--- src/rtl/add_sub_ctrl.sv ---
// add_sub_ctrl: request/response front end for an external registered ADD_SUB
// unit. Accepted operands are registered onto a0/b0/doAdd0, tracked through
// a two-stage in-flight pipeline, and the returning result0 is captured into
// a DEPTH-entry result FIFO that drives the rsp_* handshake.
// Credits are counted over FIFO entries plus in-flight requests, so a result
// always has a FIFO slot waiting for it by the time it arrives.
// Optional feature: define ADDSUB_CTRL_STATS_EN to add the add_cnt/sub_cnt
// accepted-request counters and their ports.
module add_sub_ctrl #(
  parameter int DEPTH = 4
) (
  input  logic       clk,
  input  logic       rst,
  input  logic       req_valid,
  output logic       req_ready,
  input  logic [7:0] req_a,
  input  logic [7:0] req_b,
  input  logic       req_add,
  output logic [7:0] a0,
  output logic [7:0] b0,
  output logic       doAdd0,
  input  logic [8:0] result0,
  output logic       rsp_valid,
  input  logic       rsp_ready,
  output logic [8:0] rsp_result,
  output logic       rsp_add
`ifdef ADDSUB_CTRL_STATS_EN
  ,
  output logic [15:0] add_cnt,
  output logic [15:0] sub_cnt
`endif
);

  localparam int AW = $clog2(DEPTH);
  localparam int CW = AW + 1;
  localparam logic [CW-1:0] DEPTH_C  = CW'(DEPTH);
  localparam logic [CW:0]   OCC_LIM  = (CW + 1)'(DEPTH);

  logic [8:0]    mem_res [DEPTH];
  logic          mem_add [DEPTH];
  logic [AW-1:0] wr_ptr;
  logic [AW-1:0] rd_ptr;
  logic [CW-1:0] count;

  // inf_v[0]: issued this cycle (ADD_SUB samples next edge)
  // inf_v[1]: ADD_SUB has sampled; result0 is valid and is pushed next edge
  logic [1:0]    inf_v;
  logic [1:0]    inf_op;

  logic [1:0]    inflight_cnt;
  logic [CW:0]   occ;
  logic          accept;
  logic          push;
  logic          pop;

  assign inflight_cnt = {1'b0, inf_v[0]} + {1'b0, inf_v[1]};
  assign occ          = {1'b0, count} + {{(CW-1){1'b0}}, inflight_cnt};

  // Ready depends only on registered occupancy (plus reset), never on rsp_ready.
  assign req_ready  = !rst && (occ < OCC_LIM);
  assign rsp_valid  = !rst && (count != '0);
  assign accept     = req_valid && req_ready;
  assign push       = inf_v[1];
  assign pop        = rsp_valid && rsp_ready;
  assign rsp_result = mem_res[rd_ptr];
  assign rsp_add    = mem_add[rd_ptr];

  // Operand/opcode registers toward ADD_SUB; hold unless a request is accepted.
  always_ff @(posedge clk) begin
    if (rst) begin
      a0     <= '0;
      b0     <= '0;
      doAdd0 <= 1'b0;
    end else if (accept) begin
      a0     <= req_a;
      b0     <= req_b;
      doAdd0 <= req_add;
    end
  end

  // In-flight tracker: the opcode travels with its request so the FIFO gets
  // the right echo even if doAdd0 has already moved on to a newer request.
  always_ff @(posedge clk) begin
    if (rst) begin
      inf_v  <= '0;
      inf_op <= '0;
    end else begin
      inf_v  <= {inf_v[0], accept};
      inf_op <= {inf_op[0], req_add};
    end
  end

  // FIFO storage; contents are don't-care while the pointers say empty.
  always_ff @(posedge clk) begin
    if (push) begin
      mem_res[wr_ptr] <= result0;
      mem_add[wr_ptr] <= inf_op[1];
    end
  end

  // FIFO pointers and occupancy; power-of-two depth gives natural wrap.
  always_ff @(posedge clk) begin
    if (rst) begin
      wr_ptr <= '0;
      rd_ptr <= '0;
      count  <= '0;
    end else begin
      if (push) wr_ptr <= wr_ptr + AW'(1);
      if (pop)  rd_ptr <= rd_ptr + AW'(1);
      case ({push, pop})
        2'b10:   count <= count + CW'(1);
        2'b01:   count <= count - CW'(1);
        default: count <= count;
      endcase
    end
  end

`ifdef ADDSUB_CTRL_STATS_EN
  // Accepted-request statistics, free-running with wrap at 16 bits.
  always_ff @(posedge clk) begin
    if (rst) begin
      add_cnt <= '0;
      sub_cnt <= '0;
    end else if (accept) begin
      if (req_add) add_cnt <= add_cnt + 16'd1;
      else         sub_cnt <= sub_cnt + 16'd1;
    end
  end
`endif

  // The credit rule must make a push into a full FIFO unreachable.
  a_no_overflow: assert property (@(posedge clk) disable iff (rst)
    !(push && (count == DEPTH_C)))
    else $error("add_sub_ctrl: push into full result FIFO");

endmodule

--- config.mk ---
export PLATFORM = sky130hd
export DESIGN_NAME = add_sub_ctrl
export DESIGN_NICKNAME = d
export VERILOG_FILES = /design/src/rtl/add_sub_ctrl.sv
export SDC_FILE = /design/constraint.sdc
export NUM_CORES = 1
export LEC_CHECK = 0
export ABC_CLOCK_PERIOD_IN_PS = 2100
export BUFFER_PORTS_ARGS = -buffer_cell sky130_fd_sc_hd__buf_2
export CORE_MARGIN = 1
export CORE_UTILIZATION = 35
export CTS_CLUSTER_DIAMETER = 200
export DETAILED_ROUTE_END_ITERATION = 6
export PLACE_DENSITY = 0.59
export SYNTH_ARGS = -nofsm -noshare
export SYNTH_HDL_FRONTEND = slang
export SYNTH_SLANG_ARGS = --single-unit
--- constraint.sdc ---
create_clock -name clk -period 2.1 [get_ports clk]
set_input_delay 0.315 -clock clk [delete_from_list [all_inputs] [get_ports clk]]
set_output_delay 0.315 -clock clk [all_outputs]
set_load 0.005 [all_outputs]
==> results of run 1 <==
[worst max-delay path, stage by stage (launching register included)]
cell and delay (ns):
dfxtp_2 0.37, nor3_2 0.07, nor3b_2 0.23, ha_2 0.21, inv_1 0.05, fa_1 0.36
xor2_1 0.16, or3_1 0.31, a21oi_1 0.14
[cell usage after synthesis (2+ instances only)]
cell      number
mux2_2         8
buf_6          2
mux2i_1        3
dfxtp_1       30
edfxtp_1      40
ha_1           6
nor2_1         7
clkbuf_1       3
or3_1          2
mux2_4         9
and2_1         4
xor2_1         2
nor2b_1       20
mux4_2        10
o21ai_0        2
inv_1          6
a21oi_1        3
[what timing repair did]
item,CTS,global route
endpoints found under the setup margin,0,1
buffers inserted,0,1
resized for setup,0,5
hold endpoints to repair,0,0
[flip-flops by register name, indices dropped and copies added, names as in the netlist, named ones only]
signal   count
mem_res     36
a0           8
b0           8
inf_op       2
rd_ptr       2
mem_add      4
inf_v        2
doAdd0       1
wr_ptr       2
count        3
[layer usage]
layer / GRT usage / wire, um
met5: 0 / 0
met4: 0.0484 / 60
met3: 0.0522 / 319
met2: 0.184 / 1990
met1: 0.133 / 1940
[through the flow]
step	area, um2	hold slack, ns	power [mW]	worst slack [ns]
global placement	3170	0.425	1.80	0.157
floorplan	2760	0.414	1.70	0.0305
CTS	3360	0.175	2.84	0.0857
finish	3370	0.194	2.80	0.146
detailed placement	3170	0.427	1.80	0.0934
global route	3370	0.177	2.93	0.0257
[layout make-up]
type	count	area, um2
Clock buffer	10	128
Clock inverter	6	61.3
Fill cell	725	4310
Inverter	6	22.5
Multi-Input combinational cell	85	890
Sequential cell	70	1810
Tap cell	102	128
Timing Repair Buffer	63	340
[cell families (layout without fill, tap and decap cells)]
family,Yosys count,after routing,share of synthesized area
mux,30,30,0.174
buf+inv,14,85,0.0308
flops,70,70,0.653
xor+xnor,3,3,0.00953
compound gates,6,6,0.0122
simple gates,39,39,0.0853
fa+ha+maj,7,7,0.0345
[path summary, 6_finish.rpt]
check	to	slack [ns]	cells after the start
min reg2reg	inf_op[1]	0.43	1
max	count[2]	0.15	8
min	mem_res[0][7]	0.19	1
max reg2reg	count[2]	0.15	8
[report_power, final]
group	switching [mW]	total, mW	internal, mW
logic	0.102	0.248	0.146
registers	0.0247	1.52	1.50
clock network	0.485	1.03	0.547
==> impl_metrics.yaml, run 1 <==
run_status:
  outcome: "finished clean"
clock_network:
  cts.path.max_buffers: 2
  cts_tree: "yes"
  cts_buffers: 9
  htree_levels: 3
  clkLatencyLatePin_ns: 0.34
  cts_root_buf: "clkbuf_8"
  path_clk_slew_ns: 0.07
  clock_sink_count: 70
  cts_hold_buffers: 0
layout:
  fin_cells: 342
  area_delta_synth_final_pct: 22.4
  layout_commonest_cell: "buf_2"
  drive_gt1_frac: 0.467
  num_antenna_cells: 0
  finalNetCount: 272
  layout_common_cells: "58 x buf_2, 40 x edfxtp_1, 27 x dfxtp_1, 20 x nor2b_1, 10 x mux4_2"
  final_util: 0.439
yosys:
  synth_area_leader_cell: "edfxtp_1"
  synthTopCellsByArea: "edfxtp_1 44%, dfxtp_1 22%, mux4_2 8.2%"
  syn_nets: 206
  ys_types: 29
  syn_inst: 169
  ys_ff_latch: 70
  yosysSeqAreaShare: 0.653
  synth_top_cell_area_share: 0.436
  ys_async_sr_fraction: 0
  synth_flop_cell: "edfxtp_1"
  yosysWarnings: 0
  synthesis.area_um2: 2760
  syn_area_per_cell_um2: 16.3
  synth-edff-count: 40
worst_setup_path:
  end_kind: "flop"
  r2r_start: "count[0]"
  startpoint_type: "flop"
  arrival_ns: 2.22
  worstSetupStartpoint: "count[0]"
  cp_max_fo: 4
  path_class: "reg2reg"
  worstPathRequired_ns: 2.37
routing:
  via_per_inst: 4.38
  drtIter0Drc: 87
  drtPass1Iterations: 4
  wl_mm: 4.31
  ant_nets: 0
  drc_errors: 0
  wl_per_cell_um: 12.6
  num_vias: 1497
min_path:
  worstHoldPathType: "in2reg"
  hp-start: "result0[7]"
timing:
  tightest_slew_ns: 0.551
  rsz0062_at_grt: "no"
  slew-limit-headroom: 0.633
  hold_viol_final: 0
  min_period_ns: 1.95
  fin_worst_skew_ns: 0.0124
  final.setup.tns_ns: 0
  finalSetupViolations: 0
  drv_slew: 0
  fmax_ghz: 0.512
  min_period_over_period: 0.931
floorplan:
  num_rows: 32
  initial_core_util: 0.359
  dieHeight_um: 90.8
  die-width_um: 90.8
  num_io_pins: 59
  coreArea_um2: 7690
  dieArea_um2: 8240
pwr:
  power_density_nw_per_um2: 830
  ir_drop_mv: 0.406
  leakagePower_nw: 1.31
grt:
  grt_pass1_vias: 1507
  grtUsageTotal: 0.115
  grt_pass1_wl_mm: 7.13
  grt_max_degree: 30
  grt_overflow_total: 0
  antenna_found_initial: 0
run:
  maxCapViolCount: 0
place:
  port_buffers: 58
  dp_hpwl_mm: 2.85
  gp_congestion: 0.728
  dp.cells: 325
Note: power is estimated with default switching activity, not from simulation.
==> inputs of run 2 (changes only) <==
Settings changed: ABC_AREA set to 1.
==> impl_metrics.yaml, run 2 <==
run_status:
  outcome: "finished clean"
layout:
  fillCellCount: 832
  layout_common_cells: "74 x inv_1, 58 x buf_2, 50 x nand2_1, 46 x nor2_1, 40 x edfxtp_1"
  drive_gt1_frac: 0.218
  final_util: 0.435
  final_cell_area_um2: 3590
  finalNetCount: 422
  area_delta_synth_final_pct: 19.6
  layout_commonest_cell: "inv_1"
  regMostFlops: "mem_res"
  reg.largest.list: "mem_res x36, a0 x8, b0 x8"
  num_antenna_cells: 0
  largest_reg_flops: 36
min_path:
  min_to: "mem_res[3][5]"
  hold_depth: 1
  worstHoldPathType: "in2reg"
  hp-start: "result0[5]"
yosys:
  synth-adder-area-share: 0.0317
  synthesis.area_um2: 3000
  ys_async_sr_fraction: 0
  yosys.area_share.simple: 0.180
  synth_top_cell_area_share: 0.400
  yosysWarnings: 0
  yosys-top-cells-count: "74 x inv_1, 50 x nand2_1, 46 x nor2_1, 40 x edfxtp_1, 30 x dfxtp_1"
  ys_types: 20
  ys_ff_latch: 70
  synth_flop_cell: "edfxtp_1"
  synth_compound_area_frac: 0.0725
  syn_nets: 362
  synth_top_family_by_area: "simple AND/OR/NAND/NOR gates"
  syn_inst: 325
  synth-edff-count: 40
  syn_area_per_cell_um2: 9.24
  synth_area_leader_cell: "edfxtp_1"
  yosysSeqAreaShare: 0.600
  synth_mux_area_frac: 0
  synth_xor_area_frac: 0
  synthTopCellsByArea: "edfxtp_1 40%, dfxtp_1 20%, inv_1 9.2%"
  post-synth-top-count-cell: "inv_1"
grt:
  grt_max_degree: 25
  grt_pass1_vias: 2003
  grt_overflow_total: 0
  grt_pass1_wl_mm: 9.18
  grtUsageTotal: 0.137
  antenna_found_initial: 0
routing:
  drc_errors: 0
  via_per_inst: 4.40
  drtPass1Iterations: 4
  dr_wl_met3_um: 311
  num_vias: 2178
  dr_wl_met2_mm: 2.73
  maxUsedRoutingLayer: "met4"
  wl_mm: 5.63
  wl_per_cell_um: 11.4
  ant_nets: 0
  drtIter0Drc: 50
  drt-met1-wl_mm: 2.53
worst_setup_path:
  reg2regPathDepth: 12
  path_class: "reg2reg"
  worstPathRequired_ns: 2.34
  startpoint_type: "flop"
  end_kind: "flop"
  rrSetupSlack_ns: 0.17
  arrival_ns: 2.17
  r2r_start: "count[1]"
  regToRegEndpoint: "count[2]"
  cp_max_fo: 4
timing:
  hold_ws_ns: 0.189
  finalSetupViolations: 0
  final.setup.tns_ns: 0
  rsz0062_at_grt: "no"
  min_period_ns: 1.93
  fmax_ghz: 0.518
  drv_slew: 0
  fin_worst_skew_ns: 0.00845
  hold_viol_final: 0
  min_period_over_period: 0.919
  tightest_slew_ns: 0.579
  slew-limit-headroom: 0.613
clock_network:
  cts_tree: "yes"
  htree_levels: 3
  cts.path.max_buffers: 2
  cts_root_buf: "clkbuf_8"
  post_cts_buffers: 0
  path_clk_slew_ns: 0.08
  cts_resized: 0
  cts_hold_buffers: 0
  clock_sink_count: 70
  clkLatencyLatePin_ns: 0.34
  cts_buffers: 9
pwr:
  leakagePower_nw: 1.69
  p_total_mw: 2.89
  ir_drop_mv: 0.366
  power_density_nw_per_um2: 806
run:
  maxCapViolCount: 0
place:
  dp_hpwl_mm: 3.74
  gp_congestion: 0.781
  port_buffers: 58
  dpl-instance-area_um2: 3380
floorplan:
  coreArea_um2: 8260
  dieHeight_um: 94.6
  num_rows: 33
  num_io_pins: 59
  die-width_um: 94.6
  initial_core_util: 0.364
  dieArea_um2: 8950
## run 2: area by class of cell
type                       count  area (um2)  area share
tap                          105         131      0.0366
clock inverter                 7        78.8      0.0219
timing repair buffer          62         320      0.0892
clock buffer                   9         124      0.0345
inverter                      74         278      0.0773
sequential                    70        1800       0.502
multi-input combinational    168         857       0.239
## run 2: per-stage QoR
step / setup slack (ns) / cells
6_report: 0.170 / 495
5_1_grt: 0.0238 / 495
4_1_cts: 0.0668 / 495
3_5_place_dp: 0.0859 / 479
3_3_place_gp: 0.164 / 479
2_1_floorplan: 0.197 / 325
## run 2: per-layer routing
layer	up-vias	global-route usage
met5	-	0
met1	976	0.156
li1	1148	-
met3	4	0.0451
met4	0	0.0492
met2	50	0.237
## run 2: critical path, cell delays in order (launching register included)
cell and delay [ns]:
dfxtp_2 0.37, inv_1 0.09, nand2_1 0.10, nand3_2 0.10, inv_1 0.07, ha_1 0.14, inv_1 0.07, fa_1 0.38
or2_2 0.30, nand2_1 0.08, nand2_1 0.05, nand2_1 0.05, nor2_1 0.03
## run 2: how the worst max path moves through the flow
stage	start	to	slack (ns)	cells after the start
after floorplan	count[2]	count[2]	0.20	12
after global placement	count[1]	count[2]	0.16	12
after detailed placement	count[1]	count[2]	0.09	12
after CTS	count[1]	count[2]	0.07	12
after global routing	count[1]	count[2]	0.02	12
final	count[1]	count[2]	0.17	12
## run 2: kinds of logic (layout without fill, tap and decap cells)
family,count (synthesis),in the layout
AND/OR/NAND/NOR,120,120
buffers and inverters,87,152
flip-flops,70,70
AO/OA/AOI/OAI,41,41
adder cells (fa/ha/maj),7,7
## run 2: where the power goes
group	leakage, nW	total [mW]	switching [mW]	internal, mW
Clock	0.0929	1.10	0.539	0.560
Sequential	0.609	1.52	0.0236	1.49
Combinational	0.990	0.278	0.164	0.113
Total	1.69	2.89	0.727	2.17
==> inputs of run 3 (changes only) <==
Settings changed: CORE_MARGIN 1 to 3.
==> impl_metrics.yaml, run 3 (synthesized netlist as in run 2, its figures left out) <==
timing:
  hold_viol_final: 0
  drv_slew: 0
  fin_worst_skew_ns: 0.00487
  finalSetupViolations: 0
  rsz0062_at_grt: "no"
  tightest_slew_ns: 0.565
  setup_slack_ns: 0.210
  min_period_ns: 1.89
  final.setup.tns_ns: 0
  fmax_ghz: 0.529
  slew-limit-headroom: 0.623
  min_period_over_period: 0.900
place:
  dp.cells: 480
  pre_cts_ws_ns: 0.118
  gp_congestion: 0.737
  dp_hpwl_mm: 3.98
  port_buffers: 58
clock_network:
  clock_sink_count: 70
  cts_buffers: 9
  cts_tree: "yes"
  htree_levels: 3
  cts_resized: 0
  cts.path.max_buffers: 2
  clkLatencyLatePin_ns: 0.33
  cts_hold_buffers: 0
  post_cts_buffers: 0
  path_clk_slew_ns: 0.07
  cts_root_buf: "clkbuf_8"
layout:
  largest_reg_flops: 36
  area_delta_synth_final_pct: 20.3
  fillCellCount: 828
  multiInputGateArea_um2: 860
  reg.largest.list: "mem_res x36, a0 x8, b0 x8"
  drive_gt1_frac: 0.221
  layout_commonest_cell: "inv_1"
  num_antenna_cells: 0
  fin_cells: 495
  final_util: 0.437
  layout.area.seq_um2: 1810
  layout_common_cells: "74 x inv_1, 58 x buf_2, 49 x nand2_1, 46 x nor2_1, 40 x edfxtp_1"
  finalNetCount: 423
  regMostFlops: "mem_res"
grt:
  grt_busiest_layer: "met2"
  use_met1: 0.145
  grt_pass1_wl_mm: 9.59
  grtUsageTotal: 0.125
  grt_pass1_vias: 2076
  grt_max_degree: 25
  use_met3: 0.0488
  grt_overflow_total: 0
  antenna_found_initial: 0
  met2_usage: 0.215
floorplan:
  dieHeight_um: 98.6
  initial_core_util: 0.364
  num_io_pins: 59
  die-width_um: 98.6
  dieArea_um2: 9730
  num_rows: 33
  coreArea_um2: 8260
worst_setup_path:
  startpoint_type: "flop"
  slowest_stage: "fa_1"
  arrival_ns: 2.12
  cp_max_fo: 4
  end_kind: "flop"
  worstPathRequired_ns: 2.33
  path_cells: "inv_1, nand2_2, nand3_2, inv_1, ha_1, inv_1, fa_1, or2_2, nand2_1, nand2_1, nand2_1, nor2_1"
  path_class: "reg2reg"
  slowest_delay_ns: 0.38
routing:
  ant_nets: 0
  drtPass1Iterations: 4
  drtIter0Drc: 55
  wl_mm: 5.88
  via_per_inst: 4.46
  num_vias: 2209
  wl_per_cell_um: 11.9
  drc_errors: 0
pwr:
  power_density_nw_per_um2: 814
  ir_drop_mv: 0.382
  leakagePower_nw: 1.71
min_path:
  worstHoldPathType: "in2reg"
run:
  maxCapViolCount: 0
run_status:
  outcome: "finished clean"
## run 3: area by class of cell
cell class,instances,share of cell area
Tap cell,105,0.0364
Multi-Input combinational cell,168,0.238
Timing Repair Buffer,63,0.0908
Clock inverter,6,0.0239
Sequential cell,70,0.500
Clock buffer,9,0.0343
Inverter,74,0.0769
## run 3: critical path: cells and delay by family (launching register included)
kind	cells	cell delay (ns)
and+or+nand+nor	7	0.71
adders and majority gates	2	0.51
DFF	1	0.37
buffers and inverters	3	0.22
## run 3: final timing paths
check,startpoint,to,slack [ns],depth (start not counted)
max,count[1],count[2],0.21,12
min,result0[4],mem_res[3][4],0.20,1
max reg2reg,count[1],count[2],0.21,12
min reg2reg,inf_op[0],inf_op[1],0.40,2
## run 3: stage by stage
step / total power [mW] / area (um2) / hold slack [ns]
floorplan: 1.72 / 3000 / 0.388
global placement: 1.82 / 3390 / 0.396
detailed placement: 1.83 / 3390 / 0.395
CTS: 2.99 / 3600 / 0.174
global route: 3.10 / 3610 / 0.177
finish: 2.94 / 3610 / 0.200
## run 3: power breakdown
part	switching (mW)	internal [mW]
Clock	0.482	0.661
Combinational	0.168	0.114
Sequential	0.0232	1.49
Total	0.673	2.27
## run 3: routing by layer
layer  part of all wire  vias to the layer above
met5                  0                        -
met4              0.013                        0
met3              0.066                        7
met2               0.48                       63
met1               0.44                      987
li1                   -                     1152
